$ cat src/rtl/vga_frame_monitor.sv
// vga_frame_monitor: recovers the VGA pixel grid from sync/RGB and reports per-frame sprite statistics
module vga_frame_monitor #(
    parameter int          H_ACTIVE    = 1600,
    parameter int          H_TOTAL     = 2160,
    parameter int          H_BACK      = 304,
    parameter int          V_ACTIVE    = 1200,
    parameter int          V_TOTAL     = 1250,
    parameter int          V_BACK      = 46,
    parameter logic        SYNC_POL    = 1'b1,
    parameter logic [11:0] BG_COLOR    = 12'h000,
    parameter int          LOCK_FRAMES = 2
) (
    input  logic        clock_162,
    input  logic        rst,
    input  logic        HSYNC,
    input  logic        VSYNC,
    input  logic [3:0]  RED,
    input  logic [3:0]  GREEN,
    input  logic [3:0]  BLUE,
    output logic        locked,
    output logic        frame_valid,
    output logic        sprite_seen,
    output logic [10:0] min_row,
    output logic [10:0] max_row,
    output logic [11:0] min_col,
    output logic [11:0] max_col,
    output logic [10:0] center_row,
    output logic [11:0] center_col,
    output logic [20:0] pixel_count,
    output logic [7:0]  error_count
);
    localparam int HW  = $clog2(2 * H_TOTAL + 1);
    localparam int VW  = $clog2(V_TOTAL + 1);
    localparam int VW1 = VW + 1;
    localparam int GW  = $clog2(LOCK_FRAMES + 1);
    localparam logic [HW-1:0]  H_TMO   = HW'(2 * H_TOTAL);
    localparam logic [HW-1:0]  H_PER   = HW'(H_TOTAL - 1);
    localparam logic [HW-1:0]  H_LO    = HW'(H_BACK);
    localparam logic [HW-1:0]  H_HI    = HW'(H_BACK + H_ACTIVE);
    localparam logic [VW-1:0]  V_LO    = VW'(V_BACK);
    localparam logic [VW-1:0]  V_HI    = VW'(V_BACK + V_ACTIVE);
    localparam logic [VW-1:0]  V_MAX   = VW'(V_TOTAL);
    localparam logic [VW-1:0]  V_LAST  = VW'(V_TOTAL - 1);
    localparam logic [VW1-1:0] V_FRAME = VW1'(V_TOTAL);
    localparam logic [GW-1:0]  G_LAST  = GW'(LOCK_FRAMES - 1);

    typedef enum logic [1:0] {HUNT, TRAIN, LOCKED} state_t;

    logic          r_hs, r_hs_d, r_vs, r_vs_d;
    logic [11:0]   r_rgb;
    logic [HW-1:0] r_h, r_per;
    logic [VW-1:0] r_v;
    logic [10:0]   r_min_row, r_max_row;
    logic [11:0]   r_min_col, r_max_col;
    logic [20:0]   r_cnt;
    state_t        r_state;
    logic [GW-1:0] r_good;

    logic           w_hs_as, w_hs_de, w_vs_de, w_vis, w_lit, w_fail, w_seen;
    logic [HW-1:0]  w_h;
    logic [VW1-1:0] w_vsum;
    logic [10:0]    w_row;
    logic [11:0]    w_col, w_rsum;
    logic [12:0]    w_csum;

    assign w_hs_as = (r_hs == SYNC_POL) && (r_hs_d != SYNC_POL);
    assign w_hs_de = (r_hs != SYNC_POL) && (r_hs_d == SYNC_POL);
    assign w_vs_de = (r_vs != SYNC_POL) && (r_vs_d == SYNC_POL);
    // h_cnt is zero on the very cycle the deassert edge is seen, so it pairs with r_rgb of that cycle
    assign w_h     = w_hs_de ? '0 : (r_h == H_TMO ? r_h : r_h + 1'b1);
    assign w_vsum  = {1'b0, r_v} + {{VW{1'b0}}, w_hs_as};
    assign w_vis   = (w_h >= H_LO) && (w_h < H_HI) && (r_v >= V_LO) && (r_v < V_HI);
    assign w_lit   = w_vis && (r_rgb != BG_COLOR);
    assign w_col   = 12'(w_h - H_LO);
    assign w_row   = 11'(r_v - V_LO);
    // An edge coinciding with the closing VSYNC edge still belongs to the closing frame's count
    assign w_fail  = (w_hs_as && r_per != H_PER) ||
                     (w_hs_as && !w_vs_de && r_v >= V_LAST) ||
                     (w_vs_de && w_vsum != V_FRAME) ||
                     (w_h == H_TMO);
    assign w_seen  = r_cnt != '0;
    assign w_rsum  = {1'b0, r_min_row} + {1'b0, r_max_row};
    assign w_csum  = {1'b0, r_min_col} + {1'b0, r_max_col};

    // Register inputs once plus a delayed sync copy for edge detection
    always_ff @(posedge clock_162) begin
        if (rst) begin
            r_hs   <= !SYNC_POL;
            r_hs_d <= !SYNC_POL;
            r_vs   <= !SYNC_POL;
            r_vs_d <= !SYNC_POL;
            r_rgb  <= '0;
        end else begin
            r_hs   <= HSYNC;
            r_hs_d <= r_hs;
            r_vs   <= VSYNC;
            r_vs_d <= r_vs;
            r_rgb  <= {RED, GREEN, BLUE};
        end
    end

    // Horizontal position, line period and line-in-frame counters, saturating to stay bounded
    always_ff @(posedge clock_162) begin
        if (rst) begin
            r_h   <= '0;
            r_per <= '0;
            r_v   <= '0;
        end else begin
            r_h   <= w_h;
            r_per <= w_hs_as ? '0 : (r_per == H_TMO ? r_per : r_per + 1'b1);
            r_v   <= w_vs_de ? '0 : ((w_hs_as && r_v != V_MAX) ? r_v + 1'b1 : r_v);
        end
    end

    // Per-frame bounding box and lit-pixel accumulators, restarted at each frame boundary
    always_ff @(posedge clock_162) begin
        if (rst || w_vs_de) begin
            r_min_row <= '1;
            r_max_row <= '0;
            r_min_col <= '1;
            r_max_col <= '0;
            r_cnt     <= '0;
        end else if (w_lit) begin
            r_min_row <= w_row < r_min_row ? w_row : r_min_row;
            r_max_row <= w_row > r_max_row ? w_row : r_max_row;
            r_min_col <= w_col < r_min_col ? w_col : r_min_col;
            r_max_col <= w_col > r_max_col ? w_col : r_max_col;
            r_cnt     <= r_cnt + 1'b1;
        end
    end

    // Lock FSM with registered results; only frames spent entirely in LOCKED are reported
    always_ff @(posedge clock_162) begin
        if (rst) begin
            r_state     <= HUNT;
            r_good      <= '0;
            locked      <= 1'b0;
            frame_valid <= 1'b0;
            sprite_seen <= 1'b0;
            min_row     <= '0;
            max_row     <= '0;
            min_col     <= '0;
            max_col     <= '0;
            center_row  <= '0;
            center_col  <= '0;
            pixel_count <= '0;
            error_count <= '0;
        end else begin
            frame_valid <= 1'b0;
            case (r_state)
                HUNT: if (w_vs_de) begin
                    r_state <= TRAIN;
                    r_good  <= '0;
                end
                TRAIN: if (w_fail) begin
                    r_state <= HUNT;
                end else if (w_vs_de) begin
                    if (r_good == G_LAST) begin
                        r_state <= LOCKED;
                        locked  <= 1'b1;
                    end else begin
                        r_good <= r_good + 1'b1;
                    end
                end
                LOCKED: if (w_fail) begin
                    r_state     <= HUNT;
                    locked      <= 1'b0;
                    error_count <= error_count + {7'd0, error_count != 8'hFF};
                end else if (w_vs_de) begin
                    frame_valid <= 1'b1;
                    sprite_seen <= w_seen;
                    min_row     <= w_seen ? r_min_row : '0;
                    max_row     <= w_seen ? r_max_row : '0;
                    min_col     <= w_seen ? r_min_col : '0;
                    max_col     <= w_seen ? r_max_col : '0;
                    center_row  <= w_seen ? w_rsum[11:1] : '0;
                    center_col  <= w_seen ? w_csum[12:1] : '0;
                    pixel_count <= r_cnt;
                end
                default: r_state <= HUNT;
            endcase
        end
    end
endmodule

$ cat config.mk
export PLATFORM = sky130hd
export DESIGN_NAME = vga_frame_monitor
export DESIGN_NICKNAME = d
export VERILOG_FILES = /design/src/rtl/vga_frame_monitor.sv
export SDC_FILE = /design/constraint.sdc
export NUM_CORES = 1
export LEC_CHECK = 0
export ABC_AREA = 1
export CAP_MARGIN = 20
export CELL_PAD_IN_SITES_DETAIL_PLACEMENT = 0
export CELL_PAD_IN_SITES_GLOBAL_PLACEMENT = 1
export CORE_UTILIZATION = 46
export DETAILED_ROUTE_END_ITERATION = 12
export PLACE_DENSITY = 0.9
export SYNTH_ARGS = -nofsm -noshare
export SYNTH_HDL_FRONTEND = slang
export SYNTH_SLANG_ARGS = --single-unit
$ cat constraint.sdc
create_clock -name clock_162 -period 7.68 [get_ports clock_162]
set_clock_uncertainty 0.1 [all_clocks]
set_input_delay 1.536 -clock clock_162 [delete_from_list [all_inputs] [get_ports clock_162]]
set_output_delay 1.536 -clock clock_162 [all_outputs]
set_load 0.01 [all_outputs]
==> summary.md, run 1 <==
| Metric | Value |
|---|---|
| Outcome | complete, no violations |
| H-tree depth | 1 |
| Slew Viols, Final | 0 |
| Fraction of layout cells with a size suffix above 1 | 4.77% |
| Cells after Synth | 1778 |
| Critical path arrival | 4.98 ns |
| Max clock buf depth | 3 |
| Pwr per Cell Area | 177 nW/um2 |
| Area Growth Syn to Fin | 16.0% |
| Mapped Nets | 1880 |
| Via Count | 11700 |
| Yosys reg bits | 225 |
| Initial antenna violation count | 0 |
| # hold bufs at CTS | 0 |
| Post-route minimum period | 4.69 ns |
| CTS sink cnt | 225 |
| Global-route usage over all layers | 23.8% |
| LEAKAGE | 6.03 nW |
| Placer Congestion | 0.920 |
| Setup Slack @ Placement | 3.00 ns |
| Cell Area, Placed | 13800 um2 |
| Die Area | 28200 um2 |
| Core Rows | 60 |
| Least-Margin Pin Slew | 0.972 ns |
| Largest net degree at the start of global routing | 92 |
| Crit. End Element | flip-flop |
| Final ANT Viol Nets | 0 |
| Fillers | 2641 |
| IO buf count | 116 |
| CP max FO | 13 |
| Maximum clock frequency | 213 MHz |
| Die span in y | 168 um |
| Cell area after synthesis | 12700 um2 |
| Diodes inserted | 0 |
| First-pass DRT Iterations | 5 |
| Detailed-route vias per instance | 5.32 |
| Grt total ovfl | 0 |
| CTS Root Cell | clkbuf_16 |
| Detail Placement HPWL | 23.7 mm |
| Starting DRT DRC Count | 667 |
| Min setup slack post-route | 2.99 ns |
| Fin. Hold Viols | 0 |
| Final setup TNS | 0 ns |
| Core ar. | 27000 um2 |
| Synthesized area per cell | 7.13 um2 |
| Post-CTS sizing | 0 |
| WL per Instance | 15.3 um |
| Hold Crit Class | flip-flop to flip-flop |
| Post-synthesis async set-or-reset flop share | 0% |
| Vias in the first global route | 11000 |
| Critical path startpoint category | flip-flop |
| Peak supply drop | 0.184 mV |
| Nets@finish | 1949 |
| RSZ-0062 raised after global routing | false |
| # DRC | 0 |
| Distinct cell type count after synthesis | 45 |
| CTS tree | yes |
| First-pass GRT wire length | 55.6 mm |
| Initial core utilization | 46.9% |
| Post-CTS Setup Inserts | 0 |
| Max_slew headroom | 34.9% |
| Post-synth EDFFs | 0 |
| Prevailing post-synth register cell | dfxtp_1 |
| YS warnings | 0 |
| Clock Latency Late Sink | 0.55 ns |
| Die span in x | 168 um |
| Sequential area share after synthesis | 35.5% |
| MaxCap Viol Count | 0 |
| CTS buffer count | 27 |
| Crit Path Class | flip-flop to flip-flop |
| CP Data Required Time | 7.97 ns |
| Fin crit share | 61.1% |
| Clk pin slew, worst setup/hold paths | 0.06 ns |
| Total Wirelength | 33.7 mm |
| Post-route cell area | 14700 um2 |
| Ports | 117 |
| Final setup violating endpoints | 0 |
critical path, stage by stage, from the launching register on:
cell and delay, ns:
dfxtp_1 0.51, nand3_1 0.17, nor2_2 0.17, xor2_1 0.20, inv_1 0.07, nor2_1 0.17
ha_1 0.21, inv_1 0.08, nand2_1 0.07, nand2_1 0.06, nand2_1 0.07, xor2_1 0.40
ha_1 0.22, nand4_1 0.09, inv_1 0.07, nand4_1 0.10, a21oi_1 0.16, a21oi_1 0.06
a31oi_1 0.70, nand3_1 0.60, nand2_1 0.20, a21oi_1 0.08
report_power, final:
group / internal [mW] / leakage (nW) / switching, mW
clock: 0.726 / 0.414 / 0.503
sequential: 1.18 / 1.82 / 0.0137
combinational: 0.0461 / 3.80 / 0.136
total: 1.95 / 6.03 / 0.652
sequential cells by signal (all words and copies together) (netlist names), 12 cells and up:
signal and count:
pixel_count 21, r_cnt 21, r_h 13, r_per 13
center_col 12, max_col 12, min_col 12, r_max_col 12
r_min_col 12, r_rgb 12
through the flow:
step | util (%) | total power [mW] | hold slack (ns) | std cells
floorplan | - | 1.35 | 0.310 | 1778
global placement | 51.2 | 1.40 | 0.349 | 2159
detailed placement | 51.2 | 1.40 | 0.351 | 2159
global route | 54.4 | 2.70 | 0.376 | 2207
finish | 54.4 | 2.61 | 0.354 | 2207
CTS | 54.4 | 2.63 | 0.360 | 2207
cell usage after synthesis, drive strengths merged, types with 4 or more instances:
library cell  instances  share of area (%)
o21ai                36                1.4
nand3b               55                3.3
nor4                 12               0.59
xnor2                 8               0.55
nand3               160                6.4
nor3                 32                1.3
clkbuf               37                1.1
nand2               424                 13
nor2                156                5.2
inv                 186                5.5
buf                  46                2.7
a21oi               210                8.4
xor2                 42                2.9
a31oi                 4               0.20
nand4                33                1.6
dfxtp               225                 36
ha                   84                8.3
nor3b                 4               0.24
layer usage:
| metal | vias to the layer above | global-route usage (%) | wire (um) |
|---|---|---|---|
| li1 | 6015 | - | - |
| met3 | 50 | 2.68 | 1430 |
| met5 | - | 0 | 0 |
| met2 | 256 | 39.9 | 15300 |
| met1 | 5422 | 32.5 | 16200 |
| met4 | 0 | 6.38 | 769 |
cells in the final DEF, fill, tap and decap left out, types with 36 or more instances in the layout:
master,synthesis,routed
a21oi_1,208,208
inv_1,180,180
nand3b_1,55,55
clkdlybuf4s50_1,0,115
nand2_1,413,413
nand3_1,157,156
xor2_1,42,42
nor2_1,146,144
o21ai_0,36,36
ha_1,84,84
dfxtp_1,225,225
path summary, 6_finish.rpt:
check / slack (ns) / startpoint / end / cells past startpoint
setup / recovery: 2.99 / r_h[2] / r_max_col[2] / 21
hold / removal: 0.35 / r_vs / r_vs_d / 2
setup reg to reg: 2.99 / r_h[2] / r_max_col[2] / 21
hold reg to reg: 0.35 / r_vs / r_vs_d / 2
logic make-up after synthesis:
| family | synth area share (%) |
|---|---|
| adder cells (fa/ha/maj) | 8.61 |
| flip-flops | 35.5 |
| AO/OA/AOI/OAI | 11.2 |
| XOR/XNOR | 3.46 |
| buffers and inverters | 9.33 |
| AND/OR/NAND/NOR | 31.9 |
final cells by class:
type | count | area (um2) | area share, %
clock buffer | 38 | 767 | 5.22
multi-input combinational | 1284 | 7010 | 47.7
sequential | 225 | 4500 | 30.6
clock inverter | 10 | 86.3 | 0.587
inverter | 186 | 698 | 4.75
timing repair buffer | 123 | 1210 | 8.24
tap | 341 | 427 | 2.90
Power figures use the tool's default switching activity.
==> inputs of run 2 (changes only) <==
CORE_UTILIZATION = 38   (was 46)
PLACE_DENSITY = 0.79   (was 0.9)
clock period = 3.85 ns   (was 7.68 ns; I/O delays follow)
==> run 2 against run 1 <==
Effect of this change: critical path depth up 1; via count about the same; combinational power up 110%; global-route usage down 3.6 points; wire length up 3.1%; design area up 2.3%; maximum frequency up 30%; total power up 100%; critical path type unchanged.
==> summary.md, run 2 (same netlist as run 1, synthesis figures left out) <==
| Metric | Value |
|---|---|
| Buffer and inverter count on the worst path | 2 (-1) |
| Final setup violating endpoints | 0 (unchanged) |
| Clock Latency Late Sink | 0.53 ns (-0.02 ns) |
| CP max FO | 12 (-1) |
| Most used routing layer | met2 |
| Ports | 117 (unchanged) |
| Total chip power | 5.28 mW (+100%) |
| CTS buffer count | 26 (-3.7%) |
| Worst-path cell chain | ha_1 -> nand2_4 -> nor2_8 -> nand3_1 -> nand2_1 -> nor2_4 -> nor2_4 -> nand2_2 -> nand2_1 -> nand2_2 -> nor2_4 -> xnor2_2 -> ha_1 -> nand4_1 -> inv_1 -> nand4_1 -> a21oi_1 -> a21oi_1 -> a31oi_2 -> buf_4 -> nand3_1 -> a21oi_1 |
| Hold Crit Start | r_vs |
| Hold path depth | 2 (unchanged) |
| Via Count | 11700 (-0.094%) |
| Die span in y | 185 um (+9.9%) |
| Detail Placement HPWL | 25.0 mm (+5.7%) |
| Util after Layout | 46.0% (-8.4 points) |
| Detailed-route vias per instance | 5.05 (-5.2%) |
| WL per Instance | 15.0 um (-2.2%) |
| Clk pin slew, worst setup/hold paths | 0.06 ns (about the same) |
| Slowest CP cell | dfxtp_1 |
| Final ANT Viol Nets | 0 (unchanged) |
| Met1 usage | 26.9% (-5.6 points) |
| Comb pwr share | 7.1% (about the same) |
| Global-route usage over all layers | 20.3% (-3.6 points) |
| Crit Path Class | flip-flop to flip-flop |
| Grt total ovfl | 0 (unchanged) |
| Hold Crit Class | flip-flop to flip-flop |
| H-tree depth | 1 (unchanged) |
| Fraction of layout cells with a size suffix above 1 | 5.84% (+1.1 points) |
| Fin. Hold Viols | 0 (unchanged) |
| M3 GR Usage | 2.31% (-0.37 points) |
| Dpl cells | 2276 (+5.4%) |
| Die span in x | 185 um (+9.9%) |
| Fin Hold WS | 0.354 ns (-0.000707 ns) |
| CTS sink cnt | 225 (unchanged) |
| CP top delay family | simple AND/OR/NAND/NOR gates |
| Net Switching | 1.29 mW (+97%) |
| First-pass DRT Iterations | 5 (unchanged) |
| Max_slew headroom | 37.4% (+2.6 points) |
| Commonest non-fill, non-tap cell in the layout | nand2_1 |
| Leading registers by flop count | pixel_count: 21 flops, r_cnt: 21 flops |
| Core ar. | 32700 um2 (+21%) |
| Fillers | 3428 (+30%) |
| Critical path arrival | 3.95 ns (-1.03 ns) |
| Sw frac | 24.4% (-0.66 points) |
| Post-CTS Setup Inserts | 0 (unchanged) |
| # DRC | 0 (unchanged) |
| Slew Viols, Final | 0 (unchanged) |
| Placer Congestion | 0.886 (-3.7%) |
| Register-to-Register Path Depth | 22 (+4.8%) |
| Die Area | 34100 um2 (+21%) |
| First-pass GRT wire length | 56.2 mm (+1.0%) |
| Maximum clock frequency | 278 MHz (+30%) |
| RR Startpoint | r_h[1] |
| CP Data Required Time | 4.20 ns (-3.77 ns) |
| Fin crit share | 93.5% (+32 points) |
| Vias in the first global route | 11000 (-0.11%) |
| Total Wirelength | 34.8 mm (+3.1%) |
| Cell Int Power | 3.99 mW (+100%) |
| CTS Root Cell | clkbuf_16 |
| Least-Margin Pin Slew | 0.937 ns (-0.0352 ns) |
| Worst r2r dst | r_max_col[11] |
| Largest net degree at the start of global routing | 92 (unchanged) |
| Nets@finish | 1965 (+0.82%) |
| Crit. End Element | flip-flop |
| Endpoint, Worst Hold | r_vs_d |
| Pwr per Cell Area | 351 nW/um2 (+98%) |
| Max clock buf depth | 3 (unchanged) |
| Seq pwr share | 45.1% (-0.7 points) |
| R2R Setup Slk | 0.25 ns (-2.74 ns) |
| Cell Count, Final, Fillers Out | 2325 (+5.3%) |
| Outcome | complete, no violations |
| Initial antenna violation count | 0 (unchanged) |
| MaxCap Viol Count | 0 (unchanged) |
| Initial core utilization | 38.8% (-8.1 points) |
| Peak supply drop | 0.307 mV (+67%) |
| Critical path startpoint category | flip-flop |
| Post-route minimum period | 3.60 ns (-1.09 ns) |
| Most frequent cells in the layout | nand2_1, dfxtp_1, a21oi_1, inv_1, nand3_1 |
| IO buf count | 116 (unchanged) |
| Core Rows | 66 (+10%) |
| Diodes inserted | 0 (unchanged) |
| Starting DRT DRC Count | 682 (+2.2%) |
| Global Route met2 Usage | 34.7% (-5.2 points) |
| Post-route cell area | 15000 um2 (+2.3%) |
| Slowest stage delay, CP | 0.39 ns (-0.31 ns) |
| CTS tree | yes |
| Cell Area, Placed | 14100 um2 (+2.0%) |
| Clk pwr share | 47.8% (+0.6 points) |
| LEAKAGE | 6.14 nW (+1.8%) |
| Area Growth Syn to Fin | 18.6% |
[run 2: cell types whose count changed in the layout (fill, tap and decap cells not counted), moves of 2 or more]
cell | before | now
bufinv_16 | 1 | 3
clkinv_2 | 5 | 7
buf_12 | 0 | 3
clkinvlp_4 | 3 | 1
buf_4 | 8 | 21
nand3_2 | 4 | 6
clkbuf_8 | 5 | 3
[run 2: power by group through the flow]
stage,registers (mW),clock network (mW),logic (mW)
after CTS,2.38,2.60,0.376
after global placement,2.43,0,0.370
after detailed placement,2.43,0,0.374
after floorplan,2.42,0,0.266
after global routing,2.38,2.68,0.420
final,2.38,2.53,0.375
[run 2: metal layers]
metal / vias up / wire length, um
met1: 5420 / 16200
met4: 0 / 782
li1: 6027 / -
met5: - / 0
met3: 48 / 1560
met2: 237 / 16200
[run 2: area by class of cell]
cell class	instances	area [um2]	share of cell area [%]
clock buffer	37	743	4.94
clock inverter	11	133	0.882
inverter	186	698	4.64
multi-input combinational	1285	7030	46.8
sequential	225	4510	30.0
tap	442	553	3.68
timing repair buffer	139	1370	9.10
[run 2: stage by stage]
step	setup WS, ns	setup TNS (ns)
6_report	0.249	0
5_1_grt	-0.00904	-0.0119
4_1_cts	0.186	0
3_5_place_dp	0.209	0
3_3_place_gp	0.331	0
2_1_floorplan	0.561	0
[run 2: worst max path at each step]
stage,start,slack (ns),end,depth (start not counted)
after detailed placement,r_h[2],0.21,r_max_col[2],21
after floorplan,r_h[0],0.56,r_max_col[11],22
after CTS,r_h[0],0.19,r_max_col[2],22
final,r_h[1],0.25,r_max_col[11],22
after global routing,r_h[0],-0.009,r_max_col[11],22
after global placement,r_h[2],0.33,r_max_col[0],21
[run 2: timing repair]
action / in CTS / in global routing
endpoints found under the setup margin: 0 / 23
resized for setup: 0 / 6
hold buffers: 0 / 0
[run 2: tightest hold or removal path, delay by kind of cell (launching register included)]
family,cells,cell delay [ns]
buffers and inverters,1,0.06
flip-flops,1,0.31
AND/OR/NAND/NOR,1,0.04
==> inputs of run 3 (changes only) <==
ABC_AREA = default   (was 1)
CORE_UTILIZATION = 40   (was 38)
PLACE_DENSITY = 0.8   (was 0.79)
==> run 3 against run 2 <==
Effect of this change: synthesized cell count is 14% lower; core utilization rose by 4.4 points; critical endpoint is now r_min_col[0]; combinational power is 43% lower; the flow now finishes with violations (DRC); register-to-register slack barely moved; final cell count down 12%.
==> summary.md, run 3 <==
| Metric | Value |
|---|---|
| Worst r2r dst | r_min_col[0] |
| YS warnings | 0 (unchanged) |
| Die span in x | 180 um (-2.5%) |
| Cell area after synthesis | 12700 um2 (about the same) |
| Fraction of layout cells with a size suffix above 1 | 10.6% (+4.8 points) |
| Hold Crit Start | pixel_count[15] |
| Outcome | finished, violations left |
| Fin crit share | 93.2% (-0.38 points) |
| CTS Root Cell | clkbuf_16 |
| Core ar. | 30800 um2 (-5.7%) |
| # hold bufs at CTS | 0 (unchanged) |
| Slew Viols, Final | 0 (unchanged) |
| Max clock buf depth | 3 (unchanged) |
| MaxCap Viol Count | 0 (unchanged) |
| Clk pwr share | 51.9% (+4.1 points) |
| CTS buffer count | 27 (+3.8%) |
| Slowest CP cell | ha_1 |
| Area Growth Syn to Fin | 22.5% |
| Cell Count, Final, Fillers Out | 2049 (-12%) |
| Seq pwr share | 44.1% (-1.0 points) |
| Slowest stage delay, CP | 0.32 ns (-0.07 ns) |
| Fillers | 2967 (-13%) |
| Synthesized area per cell | 8.32 um2 (+17%) |
| Core Rows | 64 (-3.0%) |
| Crit Path Class | flip-flop to flip-flop |
| Post-route minimum period | 3.59 ns (-0.0145 ns) |
| Most frequent cells in the layout | dfxtp_1, a21oi_1, nand2_1, clkdlybuf4s50_1, nor2_1 |
| CTS sink cnt | 225 (unchanged) |
| Starting DRT DRC Count | 852 (+25%) |
| Dpl cells | 1998 (-12%) |
| WL per Instance | 16.8 um (+13%) |
| Max_slew headroom | 28.2% (-9.2 points) |
| Net Switching | 1.16 mW (-10%) |
| Least-Margin Pin Slew | 1.07 ns (+0.134 ns) |
| CP max FO | 8 (-4) |
| Placer Congestion | 0.899 (+1.4%) |
| Most instantiated cells after synthesis | dfxtp_1, a21oi_1, nand2_1 |
| Nets@finish | 1737 (-12%) |
| Fin Hold WS | 0.371 ns (+0.0176 ns) |
| Detail Placement HPWL | 24.3 mm (-2.8%) |
| Clock Latency Late Sink | 0.54 ns (about the same) |
| Top cells by area, synth | dfxtp_1, ha_1, mux2i_1 |
| Mapped Nets | 1623 (-14%) |
| Peak supply drop | 0.263 mV (-14%) |
| Vias in the first global route | 10900 (-0.23%) |
| CTS tree | yes |
| Fin. Hold Viols | 0 (unchanged) |
| Endpoint, Worst Hold | pixel_count[15] |
| Diodes inserted | 0 (unchanged) |
| IO buf count | 116 (unchanged) |
| Sequential area share after synthesis | 35.6% (about the same) |
| Cell Int Power | 4.18 mW (+4.7%) |
| Global-route usage over all layers | 20.7% (+0.46 points) |
| Distinct cell type count after synthesis | 73 (+62%) |
| Crit. End Element | flip-flop |
| Pwr per Cell Area | 344 nW/um2 (-2.1%) |
| Final ANT Viol Nets | 0 (unchanged) |
| Hold Crit Class | flip-flop to flip-flop |
| Biggest area consumer among synthesized cells | dfxtp_1 |
| Grt total ovfl | 0 (unchanged) |
| Initial antenna violation count | 1 (+1) |
| CP Data Required Time | 4.17 ns (-0.03 ns) |
| Total Wirelength | 34.5 mm (-0.84%) |
| Cells after Synth | 1521 (-14%) |
| LEAKAGE | 5.65 nW (-8.0%) |
| Register-to-Register Path Depth | 16 (-27%) |
| Yosys top cell area share | 35.6% (about the same) |
| Clk pin slew, worst setup/hold paths | 0.06 ns (about the same) |
| Die span in y | 180 um (-2.5%) |
| Comb pwr share | 4.0% (-3.1 points) |
| Detailed-route vias per instance | 5.57 (+10%) |
| Critical path arrival | 3.90 ns (-0.05 ns) |
| R2R Setup Slk | 0.26 ns (about the same) |
| Count leader, synth | dfxtp_1 |
| First-pass DRT Iterations | 10 (+5) |
| # DRC | 5 (+5) |
| CP top delay family | compound AO/OA/AOI/OAI gates |
| Hold path depth | 2 (unchanged) |
| Ports | 117 (unchanged) |
| Final setup violating endpoints | 0 (unchanged) |
| Commonest non-fill, non-tap cell in the layout | dfxtp_1 |
| Post-synthesis async set-or-reset flop share | 0% (unchanged) |
| Leading registers by flop count | pixel_count: 21 flops, r_cnt: 21 flops |
| Yosys reg bits | 225 (unchanged) |
| Prevailing post-synth register cell | dfxtp_1 |
| Via Count | 11400 (-2.7%) |
| Maximum clock frequency | 279 MHz (+0.40%) |
| H-tree depth | 1 (unchanged) |
| Failing checks | DRC |
| Largest net degree at the start of global routing | 71 (-23%) |
| RR Startpoint | r_h[0] |
| Critical path startpoint category | flip-flop |
| Initial core utilization | 41.1% (+2.3 points) |
| Worst-path cell chain | ha_1 -> and3_1 -> a311oi_1 -> nor3_1 -> o21a_1 -> o21a_1 -> or2_2 -> ha_1 -> nand4_1 -> nor2_1 -> nand3_1 -> o211ai_1 -> a211oi_4 -> buf_4 -> buf_12 -> mux2i_1 |
| Die Area | 32400 um2 (-5.0%) |
| Sw frac | 21.6% (-2.7 points) |
| Buffer and inverter count on the worst path | 2 (unchanged) |
| First-pass GRT wire length | 56.3 mm (+0.14%) |
| Post-synth EDFFs | 0 (unchanged) |
==> run 3: cell count changes in the layout (fill, tap and decap cells not counted), moves of 20 or more <==
cell      change
nand2_1     -290
inv_1       -107
nand3_1      -98
a21oi_1      -79
mux2i_1      +72
o21ai_0      +68
buf_4        +55
nand3b_1     -55
nand4_1      +52
nor2_1       -35
nor2b_1      +31
xnor2_1      +29
or3_1        +23
xor2_1       -20
==> run 3: area by class of cell <==
type / instances / area (um2) / area share [%]
clock buffer: 34 / 742 / 4.78
inverter: 75 / 282 / 1.81
clock inverter: 13 / 228 / 1.47
timing repair buffer: 197 / 1830 / 11.8
multi-input combinational: 1109 / 7430 / 47.9
sequential: 225 / 4510 / 29.0
tap: 396 / 495 / 3.19
==> run 3: cells by family (layout without fill, tap and decap cells) <==
logic type	count (synthesis)	in the layout	synth area share, %
flops	225	225	35.6
fa+ha+maj	86	86	8.62
simple gates	538	538	22.1
mux	79	79	6.31
compound gates	348	348	17.3
xor+xnor	58	58	4.01
buf+inv	187	319	6.10
==> run 3: how the worst max path moves through the flow <==
stage / depth (start not counted) / slack (ns) / end / start
final: 16 / 0.26 / r_min_col[0] / r_h[0]
after global routing: 18 / -0.005 / r_max_col[11] / r_h[0]
after CTS: 11 / 0.005 / center_col[11] / r_hs_d
after detailed placement: 11 / 0.03 / center_col[11] / r_hs_d
after global placement: 11 / 0.06 / center_col[11] / r_hs_d
after floorplan: 16 / 0.22 / r_max_col[2] / r_h[1]
==> run 3: through the flow <==
step           setup TNS [ns]  cell area, um2  total power [mW]  setup slack (ns)  utilization, %
4_1_cts                     0           15500              5.40           0.00516            50.1
5_1_grt              -0.00978           15500              5.53          -0.00497            50.3
6_report                    0           15500              5.34             0.264            50.3
3_5_place_dp                0           14500              2.62            0.0317            47.0
3_3_place_gp                0           14500              2.61            0.0642            47.0
2_1_floorplan               0           12700              2.55             0.223               -
==> run 3: what timing repair did <==
| action | 4_1_cts | 5_1_grt |
|---|---|---|
| setup endpoints to repair | 0 | 101 |
| hold endpoints to repair | 0 | 0 |
| setup buffers | 0 | 4 |
| gates resized for setup | 0 | 9 |
==> run 3: worst min-delay path: cells and delay by family, from the launching register on <==
kind / cells / cell delay [ns]
flip-flops: 1 / 0.30
AO/OA/AOI/OAI: 2 / 0.12
==> run 3: power by group through the flow <==
stage               Sequential [mW]  Clock [mW]  Combinational (mW)
floorplan                      2.40           0               0.145
global placement               2.40           0               0.210
detailed placement             2.40           0               0.213
CTS                            2.35        2.84               0.214
global route                   2.35        2.94               0.236
finish                         2.35        2.77               0.212
==> run 3: layer usage <==
metal	wire length, um	up-vias	global-route usage (%)
met3	1280	43	2.82
met1	16300	5457	27.6
li1	-	5698	-
met2	16300	222	35.4
met4	546	0	4.66
met5	0	-	0
